--- src/rtl/uart_pkg.sv ---
// Shared types and constants for the UART controller: parity modes, FSM
// state encodings and the oversampling geometry.
package uart_pkg;

  localparam int OVERSAMPLE = 16;
  localparam int MID_SAMPLE = 7;
  localparam int TICK_W     = 5;

  typedef enum logic [1:0] {
    PAR_NONE = 2'd0,
    PAR_EVEN = 2'd1,
    PAR_ODD  = 2'd2
  } parity_e;

  typedef enum logic [2:0] {
    TX_IDLE,
    TX_START,
    TX_DATA,
    TX_PARITY,
    TX_STOP
  } tx_state_e;

  typedef enum logic [2:0] {
    RX_IDLE,
    RX_START,
    RX_DATA,
    RX_PARITY,
    RX_STOP
  } rx_state_e;

  // The reserved encoding 3 behaves exactly like "no parity".
  function automatic parity_e decode_parity(input logic [1:0] cfg);
    case (cfg)
      2'd1:    return PAR_EVEN;
      2'd2:    return PAR_ODD;
      default: return PAR_NONE;
    endcase
  endfunction

  function automatic logic parity_bit(input parity_e mode, input logic xor_data);
    return (mode == PAR_ODD) ? ~xor_data : xor_data;
  endfunction

endpackage

--- src/rtl/uart_sync_fifo.sv ---
// Single-clock FIFO with occupancy output; a push into a full FIFO is
// accepted only when a pop happens in the same cycle.
module uart_sync_fifo
  import uart_pkg::*;
#(
  parameter int WIDTH = 8,
  parameter int DEPTH = 16,
  parameter int LVL_W = $clog2(DEPTH) + 1
) (
  input  logic             clk,
  input  logic             rst_n,
  input  logic             push_i,
  input  logic [WIDTH-1:0] wdata_i,
  input  logic             pop_i,
  output logic [WIDTH-1:0] rdata_o,
  output logic             full_o,
  output logic             empty_o,
  output logic [LVL_W-1:0] level_o
);

  localparam int AW = $clog2(DEPTH);

  logic [WIDTH-1:0] mem_q [DEPTH];
  logic [AW-1:0]    wr_ptr_q, rd_ptr_q;
  logic [LVL_W-1:0] level_q;
  logic             do_push, do_pop;

  assign full_o  = (level_q == LVL_W'(DEPTH));
  assign empty_o = (level_q == '0);
  assign level_o = level_q;
  assign rdata_o = mem_q[rd_ptr_q];

  assign do_pop  = pop_i && !empty_o;
  assign do_push = push_i && (!full_o || do_pop);

  // NOTE: state registers use non-blocking assignments so every flop samples
  // pre-edge values regardless of statement order.
  always_ff @(posedge clk) begin
    if (!rst_n) begin
      wr_ptr_q <= '0;
      rd_ptr_q <= '0;
      level_q  <= '0;
    end else begin
      if (do_push) wr_ptr_q <= wr_ptr_q + 1'b1;
      if (do_pop)  rd_ptr_q <= rd_ptr_q + 1'b1;
      if (do_push && !do_pop)      level_q <= level_q + 1'b1;
      else if (do_pop && !do_push) level_q <= level_q - 1'b1;
    end
  end

  // NOTE: storage is deliberately not reset; the pointers and level already
  // define which entries are meaningful, and an unreset array maps onto RAM.
  always_ff @(posedge clk) begin
    if (do_push) mem_q[wr_ptr_q] <= wdata_i;
  end

endmodule

--- src/rtl/uart_ctrl.sv ---
// UART controller: shared 16x baud tick, FIFO-buffered TX and RX paths with
// runtime parity/stop selection and per-byte error flags.
module uart_ctrl
  import uart_pkg::*;
#(
  parameter int DATA_BITS  = 8,
  parameter int FIFO_DEPTH = 16,
  parameter int DVSR_W     = 11,
  parameter int LVL_W      = $clog2(FIFO_DEPTH) + 1
) (
  input  logic                 clk,
  input  logic                 rst_n,
  input  logic [DVSR_W-1:0]    dvsr,
  input  logic [1:0]           cfg_parity,
  input  logic                 cfg_stop2,
  input  logic                 rx,
  output logic                 tx,
  input  logic                 tx_valid,
  output logic                 tx_ready,
  input  logic [DATA_BITS-1:0] tx_data,
  output logic                 rx_valid,
  input  logic                 rx_ready,
  output logic [DATA_BITS-1:0] rx_data,
  output logic                 rx_parity_err,
  output logic                 rx_frame_err,
  output logic                 rx_overrun,
  output logic                 tx_busy,
  output logic [LVL_W-1:0]     tx_level,
  output logic [LVL_W-1:0]     rx_level
);

  localparam int BIT_W = $clog2(DATA_BITS);
  localparam logic [TICK_W-1:0] BIT_LAST   = TICK_W'(OVERSAMPLE - 1);
  localparam logic [TICK_W-1:0] STOP2_LAST = TICK_W'(2 * OVERSAMPLE - 1);
  localparam logic [TICK_W-1:0] MID_TICK   = TICK_W'(MID_SAMPLE);
  localparam logic [BIT_W-1:0]  DATA_LAST  = BIT_W'(DATA_BITS - 1);

  // ---------------- baud generator ----------------
  logic [DVSR_W-1:0] cnt_q, cnt_d, dvsr_q;
  logic              tick;

  assign tick  = (cnt_q == dvsr_q);
  assign cnt_d = tick ? '0 : cnt_q + 1'b1;

  // The divisor is captured only at the wrap so a change never truncates a period.
  always_ff @(posedge clk) begin
    if (!rst_n) begin
      cnt_q  <= '0;
      dvsr_q <= dvsr;
    end else begin
      cnt_q <= cnt_d;
      if (tick) dvsr_q <= dvsr;
    end
  end

  // ---------------- TX path ----------------
  logic [DATA_BITS-1:0] tx_fifo_data, tx_shift_q;
  logic                 tx_full, tx_empty, tx_pop, tx_stop_last;
  tx_state_e            tx_state_q;
  logic [TICK_W-1:0]    tx_tick_q;
  logic [BIT_W-1:0]     tx_bit_q;
  parity_e              tx_par_q;
  logic                 tx_pbit_q, tx_stop2_q, tx_q;

  uart_sync_fifo #(.WIDTH(DATA_BITS), .DEPTH(FIFO_DEPTH), .LVL_W(LVL_W)) u_tx_fifo (
    .clk     (clk),
    .rst_n   (rst_n),
    .push_i  (tx_valid && tx_ready),
    .wdata_i (tx_data),
    .pop_i   (tx_pop),
    .rdata_o (tx_fifo_data),
    .full_o  (tx_full),
    .empty_o (tx_empty),
    .level_o (tx_level)
  );

  assign tx_stop_last = (tx_tick_q == (tx_stop2_q ? STOP2_LAST : BIT_LAST));
  // Loading only on a tick aligns the start bit to the tick grid, so every
  // bit lasts exactly 16 tick periods and chained frames have no gap.
  assign tx_pop   = tick && !tx_empty &&
                    ((tx_state_q == TX_IDLE) || (tx_state_q == TX_STOP && tx_stop_last));
  assign tx_ready = !tx_full;
  assign tx_busy  = (tx_state_q != TX_IDLE) || !tx_empty;
  assign tx       = tx_q;

  always_ff @(posedge clk) begin
    if (!rst_n) begin
      tx_state_q <= TX_IDLE;
      tx_tick_q  <= '0;
      tx_bit_q   <= '0;
      tx_shift_q <= '0;
      tx_par_q   <= PAR_NONE;
      tx_pbit_q  <= 1'b0;
      tx_stop2_q <= 1'b0;
      tx_q       <= 1'b1;
    end else begin
      case (tx_state_q)
        TX_START: if (tick) begin
          if (tx_tick_q == BIT_LAST) begin
            tx_tick_q  <= '0;
            tx_bit_q   <= '0;
            tx_state_q <= TX_DATA;
            tx_q       <= tx_shift_q[0];
          end else tx_tick_q <= tx_tick_q + 1'b1;
        end
        TX_DATA: if (tick) begin
          if (tx_tick_q == BIT_LAST) begin
            tx_tick_q <= '0;
            if (tx_bit_q == DATA_LAST) begin
              tx_state_q <= (tx_par_q != PAR_NONE) ? TX_PARITY : TX_STOP;
              tx_q       <= (tx_par_q != PAR_NONE) ? tx_pbit_q : 1'b1;
            end else begin
              tx_bit_q   <= tx_bit_q + 1'b1;
              tx_shift_q <= tx_shift_q >> 1;
              tx_q       <= tx_shift_q[1];
            end
          end else tx_tick_q <= tx_tick_q + 1'b1;
        end
        TX_PARITY: if (tick) begin
          if (tx_tick_q == BIT_LAST) begin
            tx_tick_q  <= '0;
            tx_state_q <= TX_STOP;
            tx_q       <= 1'b1;
          end else tx_tick_q <= tx_tick_q + 1'b1;
        end
        TX_STOP: if (tick) begin
          if (tx_stop_last) begin
            tx_tick_q  <= '0;
            tx_state_q <= TX_IDLE;
          end else tx_tick_q <= tx_tick_q + 1'b1;
        end
        default: ;
      endcase
      // A load overrides the stop-to-idle transition for back-to-back frames.
      if (tx_pop) begin
        tx_shift_q <= tx_fifo_data;
        tx_par_q   <= decode_parity(cfg_parity);
        tx_pbit_q  <= parity_bit(decode_parity(cfg_parity), ^tx_fifo_data);
        tx_stop2_q <= cfg_stop2;
        tx_tick_q  <= '0;
        tx_state_q <= TX_START;
        tx_q       <= 1'b0;
      end
    end
  end

  // ---------------- RX path ----------------
  logic [1:0]             rx_sync_q;
  logic                   rx_s, rx_push, rx_pop, rx_full, rx_empty, rx_perr;
  rx_state_e              rx_state_q;
  logic [TICK_W-1:0]      rx_tick_q;
  logic [BIT_W-1:0]       rx_bit_q;
  logic [DATA_BITS-1:0]   rx_shift_q;
  parity_e                rx_par_q;
  logic                   rx_pbit_q, rx_overrun_q;
  logic [DATA_BITS+1:0]   rx_head;

  assign rx_s    = rx_sync_q[1];
  assign rx_push = (rx_state_q == RX_STOP) && tick && (rx_tick_q == BIT_LAST);
  assign rx_pop  = rx_valid && rx_ready;
  assign rx_perr = (rx_par_q != PAR_NONE) &&
                   (rx_pbit_q != parity_bit(rx_par_q, ^rx_shift_q));

  uart_sync_fifo #(.WIDTH(DATA_BITS + 2), .DEPTH(FIFO_DEPTH), .LVL_W(LVL_W)) u_rx_fifo (
    .clk     (clk),
    .rst_n   (rst_n),
    .push_i  (rx_push),
    .wdata_i ({~rx_s, rx_perr, rx_shift_q}),
    .pop_i   (rx_pop),
    .rdata_o (rx_head),
    .full_o  (rx_full),
    .empty_o (rx_empty),
    .level_o (rx_level)
  );

  // Outputs read as zero while empty so nothing stale leaks out after reset.
  assign rx_valid      = !rx_empty;
  assign rx_data       = rx_empty ? '0 : rx_head[DATA_BITS-1:0];
  assign rx_parity_err = !rx_empty && rx_head[DATA_BITS];
  assign rx_frame_err  = !rx_empty && rx_head[DATA_BITS+1];
  assign rx_overrun    = rx_overrun_q;

  always_ff @(posedge clk) begin
    if (!rst_n) begin
      rx_sync_q    <= 2'b11;
      rx_state_q   <= RX_IDLE;
      rx_tick_q    <= '0;
      rx_bit_q     <= '0;
      rx_shift_q   <= '0;
      rx_par_q     <= PAR_NONE;
      rx_pbit_q    <= 1'b0;
      rx_overrun_q <= 1'b0;
    end else begin
      rx_sync_q    <= {rx_sync_q[0], rx};
      rx_overrun_q <= rx_push && rx_full && !rx_pop;
      case (rx_state_q)
        RX_IDLE: if (!rx_s) begin
          rx_tick_q  <= '0;
          rx_par_q   <= decode_parity(cfg_parity);
          rx_state_q <= RX_START;
        end
        RX_START: if (tick) begin
          if (rx_tick_q == MID_TICK) begin
            rx_tick_q  <= '0;
            rx_bit_q   <= '0;
            rx_state_q <= rx_s ? RX_IDLE : RX_DATA;
          end else rx_tick_q <= rx_tick_q + 1'b1;
        end
        RX_DATA: if (tick) begin
          if (rx_tick_q == BIT_LAST) begin
            rx_tick_q  <= '0;
            rx_shift_q <= {rx_s, rx_shift_q[DATA_BITS-1:1]};
            if (rx_bit_q == DATA_LAST)
              rx_state_q <= (rx_par_q != PAR_NONE) ? RX_PARITY : RX_STOP;
            else
              rx_bit_q <= rx_bit_q + 1'b1;
          end else rx_tick_q <= rx_tick_q + 1'b1;
        end
        RX_PARITY: if (tick) begin
          if (rx_tick_q == BIT_LAST) begin
            rx_tick_q  <= '0;
            rx_pbit_q  <= rx_s;
            rx_state_q <= RX_STOP;
          end else rx_tick_q <= rx_tick_q + 1'b1;
        end
        RX_STOP: if (tick) begin
          if (rx_tick_q == BIT_LAST) begin
            rx_tick_q  <= '0;
            rx_state_q <= RX_IDLE;
          end else rx_tick_q <= rx_tick_q + 1'b1;
        end
        default: rx_state_q <= RX_IDLE;
      endcase
    end
  end

endmodule

--- config.mk ---
export PLATFORM = sky130hd
export DESIGN_NAME = uart_ctrl
export DESIGN_NICKNAME = d
export VERILOG_FILES = /design/src/rtl/uart_pkg.sv /design/src/rtl/uart_sync_fifo.sv /design/src/rtl/uart_ctrl.sv
export SDC_FILE = /design/constraint.sdc
export NUM_CORES = 1
export LEC_CHECK = 0
export CORE_UTILIZATION = 50
export CTS_CLUSTER_DIAMETER = 60
export DETAILED_ROUTE_END_ITERATION = 10
export HOLD_SLACK_MARGIN = 0.1
export PLACE_DENSITY = 0.64
export SETUP_SLACK_MARGIN = 0.02
export SLEW_MARGIN = 20
export SYNTH_ARGS = -nofsm -noshare
export SYNTH_HDL_FRONTEND = slang
export SYNTH_HIERARCHICAL = 1
export SYNTH_SLANG_ARGS = --single-unit
--- constraint.sdc ---
create_clock -name clk -period 7.22 [get_ports clk]
set_input_delay 1.444 -clock clk [delete_from_list [all_inputs] [get_ports clk]]
set_output_delay 1.444 -clock clk [all_outputs]
set_load 0.03 [all_outputs]
======== Yosys cells after proc, flatten, opt, wreduce, memory -nomap -nowiden ========
Memory sizes are Yosys's and may differ from the RTL's. A register that Yosys moved wholly into a read port is not among the register bits.
Cells that the tools add are included.
cells by class
  multiply operators ...................... 0
  add/sub/neg operators ................... 13
  reductions and logical operators ........ 70
  shifts and indexed selects .............. 0
  bitwise operators ....................... 4
  div/mod/pow operators ................... 0
  equality and inequality tests ........... 56
  mux-type cells .......................... 84
  $lt $le $gt $ge ......................... 0
operators by type and width
  kind                                                                   count
  3-bit 2-to-1 mux                                                       31
  5-bit 2-to-1 mux                                                       14
  8-bit 2-to-1 mux                                                       6
  2-bit != test, second input constant                                   20
  10-bit AND reduction                                                   3
  3-bit by 2-bit != test with 1-bit output, second input constant        9
  11-bit 2-to-1 mux                                                      2
  5-bit by 1-bit adder with 5-bit output, second input constant          4
  1-bit logical AND                                                      20
  2-bit nonzero test                                                     10
  4-bit by 1-bit adder with 4-bit output, second input constant          4
  1-bit 2-to-1 mux                                                       16
  4-bit 2-to-1 mux                                                       4
  8-bit parity                                                           2
  3-bit case mux with 5 select lines                                     1
  5-bit case mux with 3 select lines                                     1
  3-bit by 2-bit equality test with 1-bit output, second input constant  4
  3-bit equality test, second input constant                             4
  3-bit case mux with 2 select lines                                     2
  3-bit case mux with 4 select lines                                     1
  6-bit AND reduction                                                    2
  11-bit by 1-bit adder with 11-bit output, second input constant        1
  11-bit equality test                                                   1
  5-bit by 4-bit equality test with 1-bit output, second input constant  2
  28 further kinds                                                       63
storage, ports and cells
  bits in latches ......................... 0
  register bits after elaboration ......... 97
  bits in writable memories ............... 288
  input port bits ......................... 27
  bits in read-only memories .............. 0
  memories ................................ 2
  logic and storage cells ................. 254
  output and inout bits ................... 25
memory list
  name             depth  bits a word  rd ports  clocked after memory_dff  wr ports  RTL line              RTL
  u_rx_fifo.mem_q  16     10           1         1                         1         uart_sync_fifo.sv:23  logic [WIDTH-1:0] mem_q [DEPTH];
  u_tx_fifo.mem_q  16     8            1         1                         1         uart_sync_fifo.sv:23

======== Logic depth before layout (Yosys ltp) ========
Gate-level depths: netlist of run 1.
  word-level depth ........................ 12
  depth in mapped cells ................... 16
  mapped depth without buffers ............ 15

======== Hierarchy ========
The synthesis of run 1 kept the hierarchy.
modules (own cells, without submodules)
  module                      instances  seq. area each (um^2)  area an instance (um^2)  cells an instance
  uart_sync_fifo (u_rx_fifo)  1          5144.9                 6994.2                   360
  uart_sync_fifo (u_tx_fifo)  1          4184.0                 5800.6                   309
  uart_ctrl                   1          1531.5                 3903.7                   437

======== Least setup slack after synthesis of run 1 ========
Ideal clock, no wire load.
  path type ............................... register -> register
  start ................................... register u_tx_fifo.level_q[0], in the netlist u_tx_fifo/level_o[0]
  end ..................................... register u_tx_fifo.level_q[3], in the netlist u_tx_fifo/level_o[3]
  cell stages (with the launch flop) ...... 15
  library setup time ...................... 62 ps
  setup slack ............................. 3343 ps
  arrival time ............................ 3815 ps
  clock period less this slack ............ 3877 ps
  path buffers ............................ 2
  required time ........................... 7158 ps
  path through ............................ dfxtp_1 -> or4_4 -> buf_6 -> nor2_1 -> or3_1 -> or2_1 -> clkbuf_1 -> nor2_1 -> o31ai_4 -> inv_1 -> ha_1 -> inv_1 -> ha_1 -> or4b_2 -> nand3_1
on the way
  word-level cells in the longest chain between the ends .. 10
  elaborated cells between the ends (all ways) .. 19
  those cells by class .................... add/sub (2); eq/ne (1); mux (2); reduce/logical (14)
RTL lines
  item                               RTL line              RTL
  start: declaration                 uart_sync_fifo.sv:25  logic [LVL_W-1:0] level_q;
  start signal: assignment           uart_sync_fifo.sv:46  if (do_push && !do_pop) level_q <= level_q + 1'b1;
  start signal: assignment           uart_sync_fifo.sv:47  else if (do_pop && !do_push) level_q <= level_q - 1'b1;
  5-bit logical NOT *                uart_sync_fifo.sv:29  assign empty_o = (level_q == '0);
  named net tx_empty                 uart_ctrl.sv:58       logic tx_full, tx_empty, tx_pop, tx_stop_last;
  1-bit logical NOT *                uart_ctrl.sv:80       assign tx_pop = tick && !tx_empty &&
  1-bit logical AND * (2 in series)  uart_ctrl.sv:80
  named net tx_pop                   uart_ctrl.sv:58
  1-bit logical AND *                uart_sync_fifo.sv:33  assign do_pop = pop_i && !empty_o;
  1-bit logical OR *                 uart_sync_fifo.sv:34  assign do_push = push_i && (!full_o || do_pop);
  1-bit logical AND *                uart_sync_fifo.sv:34
  named net u_tx_fifo.do_push        uart_sync_fifo.sv:26  logic do_push, do_pop;
  1-bit logical NOT                  uart_sync_fifo.sv:47
  1-bit logical AND                  uart_sync_fifo.sv:47
  2-bit nonzero test (no line)       n/a
The timed path passes the listed nets; every way through them passes the cells marked *. The select of a mux whose other input is x is not followed.
A chain may end at the register's enable or synchronous reset.

==> results of run 1 <==
## final cells by class
type	count	area, µm²	share of cell area [%]
Clock buffer	60	1220	6.40
Inverter	24	90.1	0.472
Multi-Input combinational cell	634	5510	28.9
Sequential cell	393	10900	57.0
Timing Repair Buffer	58	558	2.93
Tap cell	442	553	2.90
Clock inverter	20	274	1.44
## worst max-delay path: stages (launching register included)
cell	delay (ns)
dfxtp_2	0.79
buf_4	0.50
mux4_2	0.56
a22oi_1	0.26
nand2_1	0.07
nor2b_1	0.13
clkdlybuf4s50_1	0.63
## state kept, by name, summed over array words and instances (netlist names), 2 cells and up, named ones only
signal and flops:
cnt_q 11, dvsr_q 11, rx_bit_q 3, rx_par_q 2, rx_shift_q 8, rx_state_q 3
rx_sync_q 2, rx_tick_q 5, tx_bit_q 3, tx_par_q 2, tx_shift_q 8, tx_state_q 3
tx_tick_q 5, u_rx_fifo/level_o 5, u_rx_fifo/mem_q 160, u_rx_fifo/rd_ptr_q 4, u_rx_fifo/wr_ptr_q 4, u_tx_fifo/level_o 5
u_tx_fifo/mem_q 128, u_tx_fifo/rd_ptr_q 4, u_tx_fifo/wr_ptr_q 4
## layer usage
| layer | wire (µm) | vias up | share of wire (%) |
|---|---|---|---|
| met4 | 1180 | 0 | 3.6 |
| met3 | 1420 | 66 | 4.3 |
| met2 | 15600 | 202 | 47 |
| met1 | 14900 | 4695 | 45 |
| li1 | - | 4381 | - |
| met5 | 0 | - | 0 |
## path summary, 6_finish.rpt
path | from | end | slack (ns) | cells after the start
worst max-delay path | flop | rx_data[1] | 2.28 | 6
worst min-delay path | rx_sync_q[0] | rx_sync_q[1] | 0.41 | 1
worst max register to register | u_rx_fifo/level_o[0] | u_rx_fifo/level_o[4] | 2.90 | 12
worst min register to register | rx_sync_q[0] | rx_sync_q[1] | 0.41 | 1
## metrics by stage
| step | instances | utilization, % | setup slack, ns | hold WS [ns] |
|---|---|---|---|---|
| floorplan | 1106 | - | 3.34 | 0.386 |
| global placement | 1551 | 53.7 | 2.78 | 0.404 |
| detailed placement | 1551 | 53.7 | 2.76 | 0.397 |
| CTS | 1631 | 58.3 | 2.18 | 0.411 |
| global route | 1631 | 58.3 | 2.00 | 0.441 |
| finish | 1631 | 58.3 | 2.28 | 0.409 |
## placed cells by master (no fill, tap or decap), types with 4 or more instances in the layout
cell type        synthesis  final
nor2b_1                 27     27
ha_1                    30     30
xnor2_1                 29     29
nand4_1                  4      4
edfxtp_1               299    299
buf_4                    2      7
clkbuf_8                 0      8
nor3_1                  12     12
clkbuf_1                34      9
nand2b_1                11     11
dfxtp_1                 94     91
a311oi_1                 7      7
nand3b_1                 6      6
or3_1                    7      7
and3_1                   5      5
inv_1                   23     23
clkinv_2                 0      4
nand3_1                 33     33
bufinv_16                0      5
o21ai_0                 27     27
xor2_1                  20     20
o21a_1                   7      7
o21ai_1                  5      5
nand2_1                 60     60
a22oi_1                 37     37
nor2_1                  43     43
a21oi_1                 33     33
mux4_2                  72     72
mux2i_1                 22     22
and2_1                  45     45
nor3b_1                  5      5
nor4_1                   5      4
o22ai_1                  8      8
clkbuf_16                0     43
nand4b_1                 4      4
clkdlybuf4s50_1          0     50
## power by group through the flow
stage / registers, mW / logic [mW] / clock network [mW]
2_1_floorplan: 2.56 / 0.304 / 0
3_3_place_gp: 2.55 / 0.448 / 0
3_5_place_dp: 2.55 / 0.450 / 0
4_1_cts: 2.50 / 0.454 / 2.31
5_1_grt: 2.51 / 0.492 / 2.40
6_report: 2.50 / 0.453 / 2.26
## logic make-up after synthesis
| family | count (synthesis) | synth area share, % |
|---|---|---|
| compound gates | 167 | 7.00 |
| xor+xnor | 49 | 2.57 |
| fa+ha+maj | 32 | 2.49 |
| buf+inv | 79 | 2.01 |
| flops | 393 | 65.0 |
| mux | 95 | 11.1 |
| simple gates | 291 | 9.80 |
==> results.rst, run 1 <==
.. list-table::
   :header-rows: 1

   * - Metric
     - Value
   * - Global-route usage over all layers
     - 20.0%
   * - Overflow left after global routing
     - 0
   * - Sequential fraction of the synthesis area
     - 65.0%
   * - Cells taking the most area after synthesis
     - edfxtp_1, dfxtp_1, mux4_2
   * - Net count after synthesis
     - 1,165
   * - Average cell area after synthesis
     - 15.1 µm²
   * - Average wire per cell in the routed design
     - 20.3 µm
   * - Sequential cell fraction of total power
     - 48.0%
   * - Number of filler instances in the final layout
     - 2,606
   * - Max_slew headroom
     - a little under a third
   * - CTS clock-pin slew for the worst setup and hold paths
     - 0.06 ns
   * - Total Die Area
     - around 34,000 µm²
   * - Core area
     - 32,700 µm²
   * - Switch Pwr
     - 1.20 mW
   * - Post-synth top area cell
     - edfxtp_1
   * - Ratio of cells with drive above 1 in the final layout
     - about 15%
   * - Classification of the worst-slack hold path
     - flop to flop
   * - Pin count of the biggest net entering global routing
     - 52
   * - Final-layout setup total negative slack
     - 0 ns
   * - Number of different library cells in the post-synthesis netlist
     - slightly below 80
   * - Num CTS Buffers
     - 43
   * - Number of enable flip-flop cells after synthesis
     - between 200 and 300
   * - Seq cells post-synth
     - between 300 and 400
   * - Cell area after placement
     - 17,600 µm²
   * - Number of global-route vias before repair
     - 9,356
   * - Ports placed on the boundary
     - 52
   * - Pwr per Cell Area
     - approximately 270 nW/µm²
   * - Crit. End Element
     - primary output
   * - Critical-path maximum fanout
     - 21
   * - Die height
     - 185 µm
   * - Combinational Power Share
     - 8.7%
   * - Slew Limit Fails
     - 0
   * - Relative contribution of the clock network to total power
     - 43.3%
   * - Synth Instances
     - 1,106
   * - Vias after detailed routing
     - around 9,300
   * - Detail Route Antenna Nets
     - 0
   * - Most used flip-flop cell after synthesis
     - edfxtp_1
   * - Transition at the pin with the smallest max-transition slack
     - 1.04 ns
   * - Final setup violation count
     - 0
   * - RSZ-0062 raised after global routing
     - false
   * - Antenna diodes
     - 0
   * - Post-synthesis instance area
     - roughly 17,000 µm²
   * - Post-synth top cells
     - edfxtp_1, dfxtp_1, mux4_2
   * - Clock tree sinks
     - ~390
   * - Initial antenna violation count
     - 0
   * - Number of remaining DRC errors
     - 0
   * - Initial Util
     - 51.1%
   * - Warnings from Yosys
     - 6
   * - Final Instance Area
     - between 15,000 and 20,000 µm²
   * - Critical path startpoint category
     - flop
   * - Routed WL
     - 33,100 µm
   * - Hold violation count in the final report
     - 0
   * - Data required time at the worst endpoint
     - 5.78 ns
   * - Final period demand of the worst path
     - 4.94 ns
   * - Final setup skew
     - about 0.021 ns
   * - Maximum resistive drop on vdd
     - 0.233 mV
   * - Met1 demand-to-capacity share in global routing
     - 27.5%
   * - Die width
     - roughly 180 µm
   * - Detailed-router iteration count before antenna repair
     - 4
   * - Top achievable clock speed
     - 202 MHz
   * - Number of max-cap violations
     - 0
   * - Met2 layer usage reported by global route
     - a little under a third
   * - Standby leakage power
     - 6.57 nW
   * - Int Pwr
     - 4.01 mW
   * - Fraction of power spent switching nets
     - 23.1%
   * - Number of core rows
     - 66
   * - Maximum buffer depth of the clock tree
     - 3
   * - Drt initial violations
     - about 800
   * - Critical path start-end classification
     - flop to primary output
   * - Final HPWL from detailed placement
     - between 20,000 and 25,000 µm
   * - Post-cts hold buffer count
     - 0
   * - GPL Wtd Cong
     - around 0.83
   * - Final Cycle Share
     - 68.4%
   * - Count of cells resized by post-cts repair
     - 0
   * - Global route hottest layer
     - met2
   * - Clock insertion delay at the later pin of the skew report
     - 0.55 ns
   * - CTS tree
     - built
   * - Run status
     - complete, no violations
   * - Cell with the most instances after synthesis
     - edfxtp_1
   * - H-tree Lvls
     - 2
   * - Area grow syn2layout
     - 14.2%
   * - Layout Nets
     - 1,213
   * - Power after layout
     - 5.21 mW
   * - CTS root buffer
     - clkbuf_16
   * - Global-route wire length before repair
     - 52,100 µm
   * - Proportion of netlist area held by the largest area contributor
     - 53.8%
   * - Total of buffers placed on input and output ports
     - 51
   * - Buffers inserted during post-CTS setup optimization
     - 0
   * - Fraction of registers with async set/reset
     - 0%
   * - Critical Path AT
     - 3.50 ns
   * - Number of vias per cell
     - 5.73
   * - M3 GR Usage
     - 3.16%
No activity file was read; power rests on OpenSTA's default activity.
==> inputs of run 2 (changes only) <==
- PLACE_DENSITY: 0.64 -> 0.67
- clock period: 7.22 -> 4.35 ns (I/O delays scaled with it)
==> run 2 against run 1 <==
  * Utilization shrank 0.23 points
  * Critical endpoint is now rx_data[7]
  * Highest routed layer unchanged
  * Worst setup slack got worse by 1.9 ns
  * Non-clock buffer count rose by 7
  * Flip-flop and latch count unchanged
  * Via count shrank 0.29%
  * Clock-buffer cell count rose by 4
  * Global-route usage is essentially flat
==> results.rst, run 2 (same netlist as run 1, synthesis figures left out) <==
.. list-table::
   :header-rows: 1

   * - Metric
     - Value
   * - Count of cells resized by post-cts repair
     - 0
   * - Setup slack after placement
     - 0.711 ns
   * - Terminating pin of the worst hold path
     - rx_sync_q[1]
   * - Num CTS Buffers
     - just over 40
   * - Ratio of cells with drive above 1 in the final layout
     - 14.2%
   * - Number of max-cap violations
     - 0
   * - Slew Limit Fails
     - 0
   * - Final period demand of the worst path
     - 3.96 ns
   * - Final setup violation count
     - 0
   * - CTS clock-pin slew for the worst setup and hold paths
     - roughly 0.06 ns
   * - Top achievable clock speed
     - 252 MHz
   * - Most common cell after layout, fill and taps aside
     - edfxtp_1
   * - Register with the highest flop count
     - u_rx_fifo/mem_q
   * - Number of global-route vias before repair
     - 9,453
   * - Hold violation count in the final report
     - 0
   * - Startpoint of the lowest-slack register-to-register path
     - u_tx_fifo/level_o[0]
   * - H-tree Lvls
     - 2
   * - Maximum resistive drop on vdd
     - 0.434 mV
   * - Pin count of the biggest net entering global routing
     - 43
   * - Drt initial violations
     - 634
   * - Area grow syn2layout
     - 13.7%
   * - Number of filler instances in the final layout
     - ~2,600
   * - Total Die Area
     - 34,100 µm²
   * - Run status
     - complete, no violations
   * - Clock tree sinks
     - roughly 390
   * - Multi-input combinational cell area
     - around 5500 µm²
   * - Buffers inserted during post-CTS setup optimization
     - 0
   * - CTS root buffer
     - clkbuf_16
   * - Post-cts hold buffer count
     - 0
   * - Number of vias per cell
     - between 5 and 6
   * - Worst reg2reg path endpoint
     - u_tx_fifo/level_o[3]
   * - Detail Route Antenna Nets
     - 0
   * - Layout Nets
     - 1,218
   * - Vias after detailed routing
     - 9,317
   * - Hold Crit Start
     - rx_sync_q[0]
   * - Max_slew headroom
     - between 40% and 50%
   * - Hold depth
     - 1
   * - Final HPWL from detailed placement
     - 21,400 µm
   * - Initial Util
     - between 50% and 60%
   * - Ports placed on the boundary
     - 52
   * - Critical Path AT
     - 3.09 ns
   * - Data required time at the worst endpoint
     - roughly 3.5 ns
   * - Final-layout setup total negative slack
     - 0 ns
   * - Global-route usage over all layers
     - around 20%
   * - Initial antenna violation count
     - 0
   * - Max reg flops
     - 160
   * - Standby leakage power
     - 6.54 nW
   * - Crit. End Element
     - primary output
   * - Worst setup slack for register-to-register paths
     - 0.65 ns
   * - Maximum buffer depth of the clock tree
     - 3
   * - Clock insertion delay at the later pin of the skew report
     - ~0.53 ns
   * - Critical path start-end classification
     - flop to primary output
   * - Core area
     - 32,700 µm²
   * - Transition at the pin with the smallest max-transition slack
     - 0.890 ns
   * - Critical path startpoint category
     - flop
   * - Routed WL
     - 33,000 µm
   * - Total of buffers placed on input and output ports
     - just over 50
   * - Classification of the worst-slack hold path
     - flop to flop
   * - Sequential cell area
     - 10,900 µm²
   * - Logic depth of the worst register-to-register path
     - 15
   * - Overflow left after global routing
     - 0
   * - Global-route wire length before repair
     - approximately 52,000 µm
   * - Die height
     - 185 µm
   * - Final setup skew
     - 0.0172 ns
   * - Final Cycle Share
     - between 90% and 100%
   * - Number of remaining DRC errors
     - 0
   * - CTS tree
     - built
   * - GPL Wtd Cong
     - 0.793
   * - Critical-path maximum fanout
     - 15
   * - Highest-count cells in the layout ignoring fill and taps
     - edfxtp_1, dfxtp_1, mux4_2, nand2_1, clkdlybuf4s50_1
   * - Largest regs
     - u_rx_fifo/mem_q: 160 flops, u_tx_fifo/mem_q: 128 flops
   * - RSZ-0062 raised after global routing
     - false
   * - Setup ws final
     - 0.386 ns
   * - Die width
     - 185 µm
   * - Pwr per Cell Area
     - 440 nW/µm²
   * - Number of core rows
     - 66
   * - Antenna diodes
     - 0
   * - Post-layout utilization of the core
     - 58.1%
   * - Power after layout
     - 8.37 mW
   * - Detailed-router iteration count before antenna repair
     - 5
   * - Average wire per cell in the routed design
     - around 20 µm
[run 2: changes by cell type in the layout (fill, tap and decap cells not counted), moves of 2 or more]
cell	previous run	this run
bufinv_16	5	3
buf_12	0	2
clkbuf_8	8	5
clkbuf_1	9	16
clkinvlp_4	2	0
buf_4	7	12
[run 2: worst max path at each step]
stage | to | depth (start not counted) | from | slack (ns)
3_3_place_gp | u_rx_fifo/level_o[4] | 11 | rx_ready | 0.79
3_5_place_dp | u_rx_fifo/level_o[4] | 11 | rx_ready | 0.71
2_1_floorplan | u_tx_fifo/level_o[3] | 14 | u_tx_fifo/level_o[0] | 0.47
4_1_cts | rx_data[7] | 6 | flop | 0.32
5_1_grt | rx_data[7] | 6 | flop | 0.21
6_report | rx_data[7] | 6 | flop | 0.39
[run 2: area by class of cell]
cell class | instances | area share (%)
clock buffers | 64 | 6.34
clock inverters | 10 | 0.698
inverters | 24 | 0.474
multi-input cells | 634 | 29.0
flip-flops and latches | 393 | 57.2
well taps | 442 | 2.91
repair buffers | 65 | 3.35
[run 2: power breakdown]
part	internal [mW]	switching [mW]
Combinational	0.291	0.471
Sequential	4.10	0.0563
Clock	2.08	1.37
[run 2: stage by stage]
stage               instance area [µm²]  hold WS, ns  std cells
floorplan                         16700        0.386       1106
global placement                  17700        0.407       1558
detailed placement                17700        0.395       1558
CTS                               19000        0.420       1632
global route                      19000        0.443       1632
finish                            19000        0.417       1632
[run 2: worst max-delay path, stage by stage, from the launching register on]
cell             delay [ns]
dfxtp_2                0.70
buf_12                 0.25
mux4_2                 0.54
a22oi_1                0.25
nand2_1                0.07
nor2b_1                0.14
clkdlybuf4s50_1        0.60
[run 2: routing by layer]
layer	share of wire [%]	global-route usage, %	vias up
met2	51	35.2	201
met1	43	25.7	4694
met4	1.9	5.16	0
met3	4.7	3.06	50
met5	0	0	-
li1	-	-	4372
==> inputs of run 3 (changes only) <==
- CORE_ASPECT_RATIO: default -> 1.5
- HOLD_SLACK_MARGIN: 0.1 -> 0.03
==> run 3 against run 2 <==
  * Via count shrank 1.9%
  * First-iteration DRC count shrank 22%
  * Cell count shrank 2.0%
  * Global-route usage shrank 0.65 points
  * Power shrank 5.2%
  * Critical path type is now flop to flop
  * Largest power group unchanged
==> results.rst, run 3 (same netlist as run 1, synthesis figures left out) <==
.. list-table::
   :header-rows: 1

   * - Metric
     - Value
   * - Detail Route Antenna Nets
     - 0
   * - Top achievable clock speed
     - 260 MHz
   * - GPL Wtd Cong
     - 0.816
   * - Count of cells resized by post-cts repair
     - 0
   * - Layout Nets
     - 1,214
   * - Register with the highest flop count
     - u_rx_fifo/mem_q
   * - Switch Pwr
     - about 1.8 mW
   * - Critical Path AT
     - 4.31 ns
   * - Tightest hold margin
     - between 0.4 and 0.5 ns
   * - Total of buffers placed on input and output ports
     - 51
   * - Number of core rows
     - 81
   * - Final Cycle Share
     - about nine tenths
   * - Number of vias per cell
     - between 5 and 6
   * - Initial Util
     - 51.0%
   * - Buffers inserted during post-CTS setup optimization
     - 0
   * - Global-route usage over all layers
     - between 15 and 20%
   * - Filler-free cell count of the finished design
     - roughly 1,600
   * - Slew Limit Fails
     - 0
   * - Critical path start-end classification
     - flop to flop
   * - Final-layout setup total negative slack
     - 0 ns
   * - Max_slew headroom
     - between 40% and 50%
   * - Crit. End Element
     - flop
   * - Final Instance Area
     - about 19,000 µm²
   * - Initial antenna violation count
     - 0
   * - Num CTS Buffers
     - 37
   * - Most common cell after layout, fill and taps aside
     - edfxtp_1
   * - Relative contribution of the clock network to total power
     - 38.1%
   * - Hold violation count in the final report
     - 0
   * - Critical path startpoint category
     - flop
   * - Antenna diodes
     - 0
   * - Total Die Area
     - 34,100 µm²
   * - CTS root buffer
     - clkbuf_16
   * - Global-route wire length before repair
     - 49,900 µm
   * - Ordered cell list for the critical path
     - or4_4 > nor2_1 > or3_1 > or2_1 > buf_4 > nor2_1 > o31ai_4 > inv_1 > ha_1 > inv_1 > ha_1 > a21o_1 > a21oi_1 > or4b_2 > nand3_1
   * - Overflow left after global routing
     - 0
   * - CTS tree
     - built
   * - Buffering stage count on the worst path with inverters included
     - 3
   * - Placed insts
     - 1,531
   * - Pwr per Cell Area
     - between 400 and 500 nW/µm²
   * - Post-cts hold buffer count
     - 0
   * - Data required time at the worst endpoint
     - 4.81 ns
   * - Critical-path maximum fanout
     - 13
   * - Clock insertion delay at the later pin of the skew report
     - around 0.53 ns
   * - Sequential cell fraction of total power
     - between 50% and 60%
   * - Ratio of cells with drive above 1 in the final layout
     - approximately 14%
   * - RSZ-0062 raised after global routing
     - false
   * - Max reg flops
     - 160
   * - CTS clock-pin slew for the worst setup and hold paths
     - 0.06 ns
   * - Number of remaining DRC errors
     - 0
   * - Worst setup slack for register-to-register paths
     - 0.50 ns
   * - H-tree Lvls
     - 2
   * - Final HPWL from detailed placement
     - 21,600 µm
   * - Final period demand of the worst path
     - 3.85 ns
   * - Core area
     - 32,700 µm²
   * - Combinational Power Share
     - 9.5%
   * - Largest regs
     - u_rx_fifo/mem_q: 160 flops, u_tx_fifo/mem_q: 128 flops
   * - Delay contributed by the slowest stage of the critical path
     - 0.61 ns
   * - Classification of the worst-slack hold path
     - flop to flop
   * - Largest delay contributor family on the critical path
     - simple AND/OR/NAND/NOR gates
   * - Clock tree sinks
     - about 390
   * - Die width
     - 151 µm
   * - Number of global-route vias before repair
     - approximately 9,500
   * - Drt initial violations
     - 492
   * - Fraction of power spent switching nets
     - 23.2%
   * - Pin count of the biggest net entering global routing
     - 44
   * - Final setup skew
     - 0.0141 ns
   * - Detailed-router iteration count before antenna repair
     - 4
   * - Int Pwr
     - 6.09 mW
   * - Maximum buffer depth of the clock tree
     - 3
   * - Cell area after placement
     - 17,600 µm²
   * - Run status
     - complete, no violations
   * - Average wire per cell in the routed design
     - between 15 and 20 µm
   * - Final setup violation count
     - 0
   * - Maximum resistive drop on vdd
     - 0.422 mV
   * - Highest-count cells in the layout ignoring fill and taps
     - edfxtp_1, dfxtp_1, mux4_2, nand2_1, clkdlybuf4s50_1
   * - Slowest cell on the critical path
     - or4b_2
   * - Area grow syn2layout
     - 12.2%
   * - Routed WL
     - 31,600 µm
   * - Number of max-cap violations
     - 0
   * - Vias after detailed routing
     - around 9,100
   * - Die height
     - between 200 and 250 µm
   * - Transition at the pin with the smallest max-transition slack
     - 0.838 ns
   * - Ports placed on the boundary
     - 52
   * - Standby leakage power
     - 6.45 nW
-- run 3: cell types whose count changed in the layout (fill, tap and decap cells not counted), sizes merged --
cell | previous run | this run
clkbuf | 64 | 50
clkinv | 5 | 16
bufinv | 3 | 0
clkinvlp | 0 | 1
inv | 26 | 25
-- run 3: power groups by stage --
stage | logic (mW) | registers [mW] | clock network (mW)
final | 0.757 | 4.15 | 3.03
after global routing | 0.833 | 4.16 | 3.23
after CTS | 0.763 | 4.15 | 3.10
after detailed placement | 0.760 | 4.23 | 0
after global placement | 0.753 | 4.23 | 0
after floorplan | 0.505 | 4.25 | 0
-- run 3: final timing paths --
check | from | to | cells after the start
worst max-delay path | u_tx_fifo/level_o[0] | u_tx_fifo/level_o[3] | 15
worst min-delay path | rx_sync_q[0] | rx_sync_q[1] | 1
worst max register to register | u_tx_fifo/level_o[0] | u_tx_fifo/level_o[3] | 15
worst min register to register | rx_sync_q[0] | rx_sync_q[1] | 1
-- run 3: final cells by class --
cell class,count,area [µm²]
well taps,415,519
multi-input cells,634,5520
clock buffers,50,1060
clock inverters,18,81.3
flip-flops and latches,393,10900
inverters,24,90.1
repair buffers,65,611
fillers,2556,14000
-- run 3: through the flow --
stage | total power, mW | setup WS (ns) | util [%]
after floorplan | 4.76 | 0.473 | -
after global placement | 4.98 | 0.666 | 53.7
after detailed placement | 4.99 | 0.513 | 53.7
after CTS | 8.02 | 0.469 | 57.2
after global routing | 8.22 | 0.247 | 57.2
final | 7.94 | 0.504 | 57.2
-- run 3: routing by layer --
layer | track usage, % | up-vias | wire, µm
li1 | - | 4358 | -
met1 | 21.2 | 4579 | 12200
met2 | 36.8 | 145 | 17700
met3 | 2.87 | 58 | 922
met4 | 6.74 | 0 | 800
met5 | 0 | - | 0
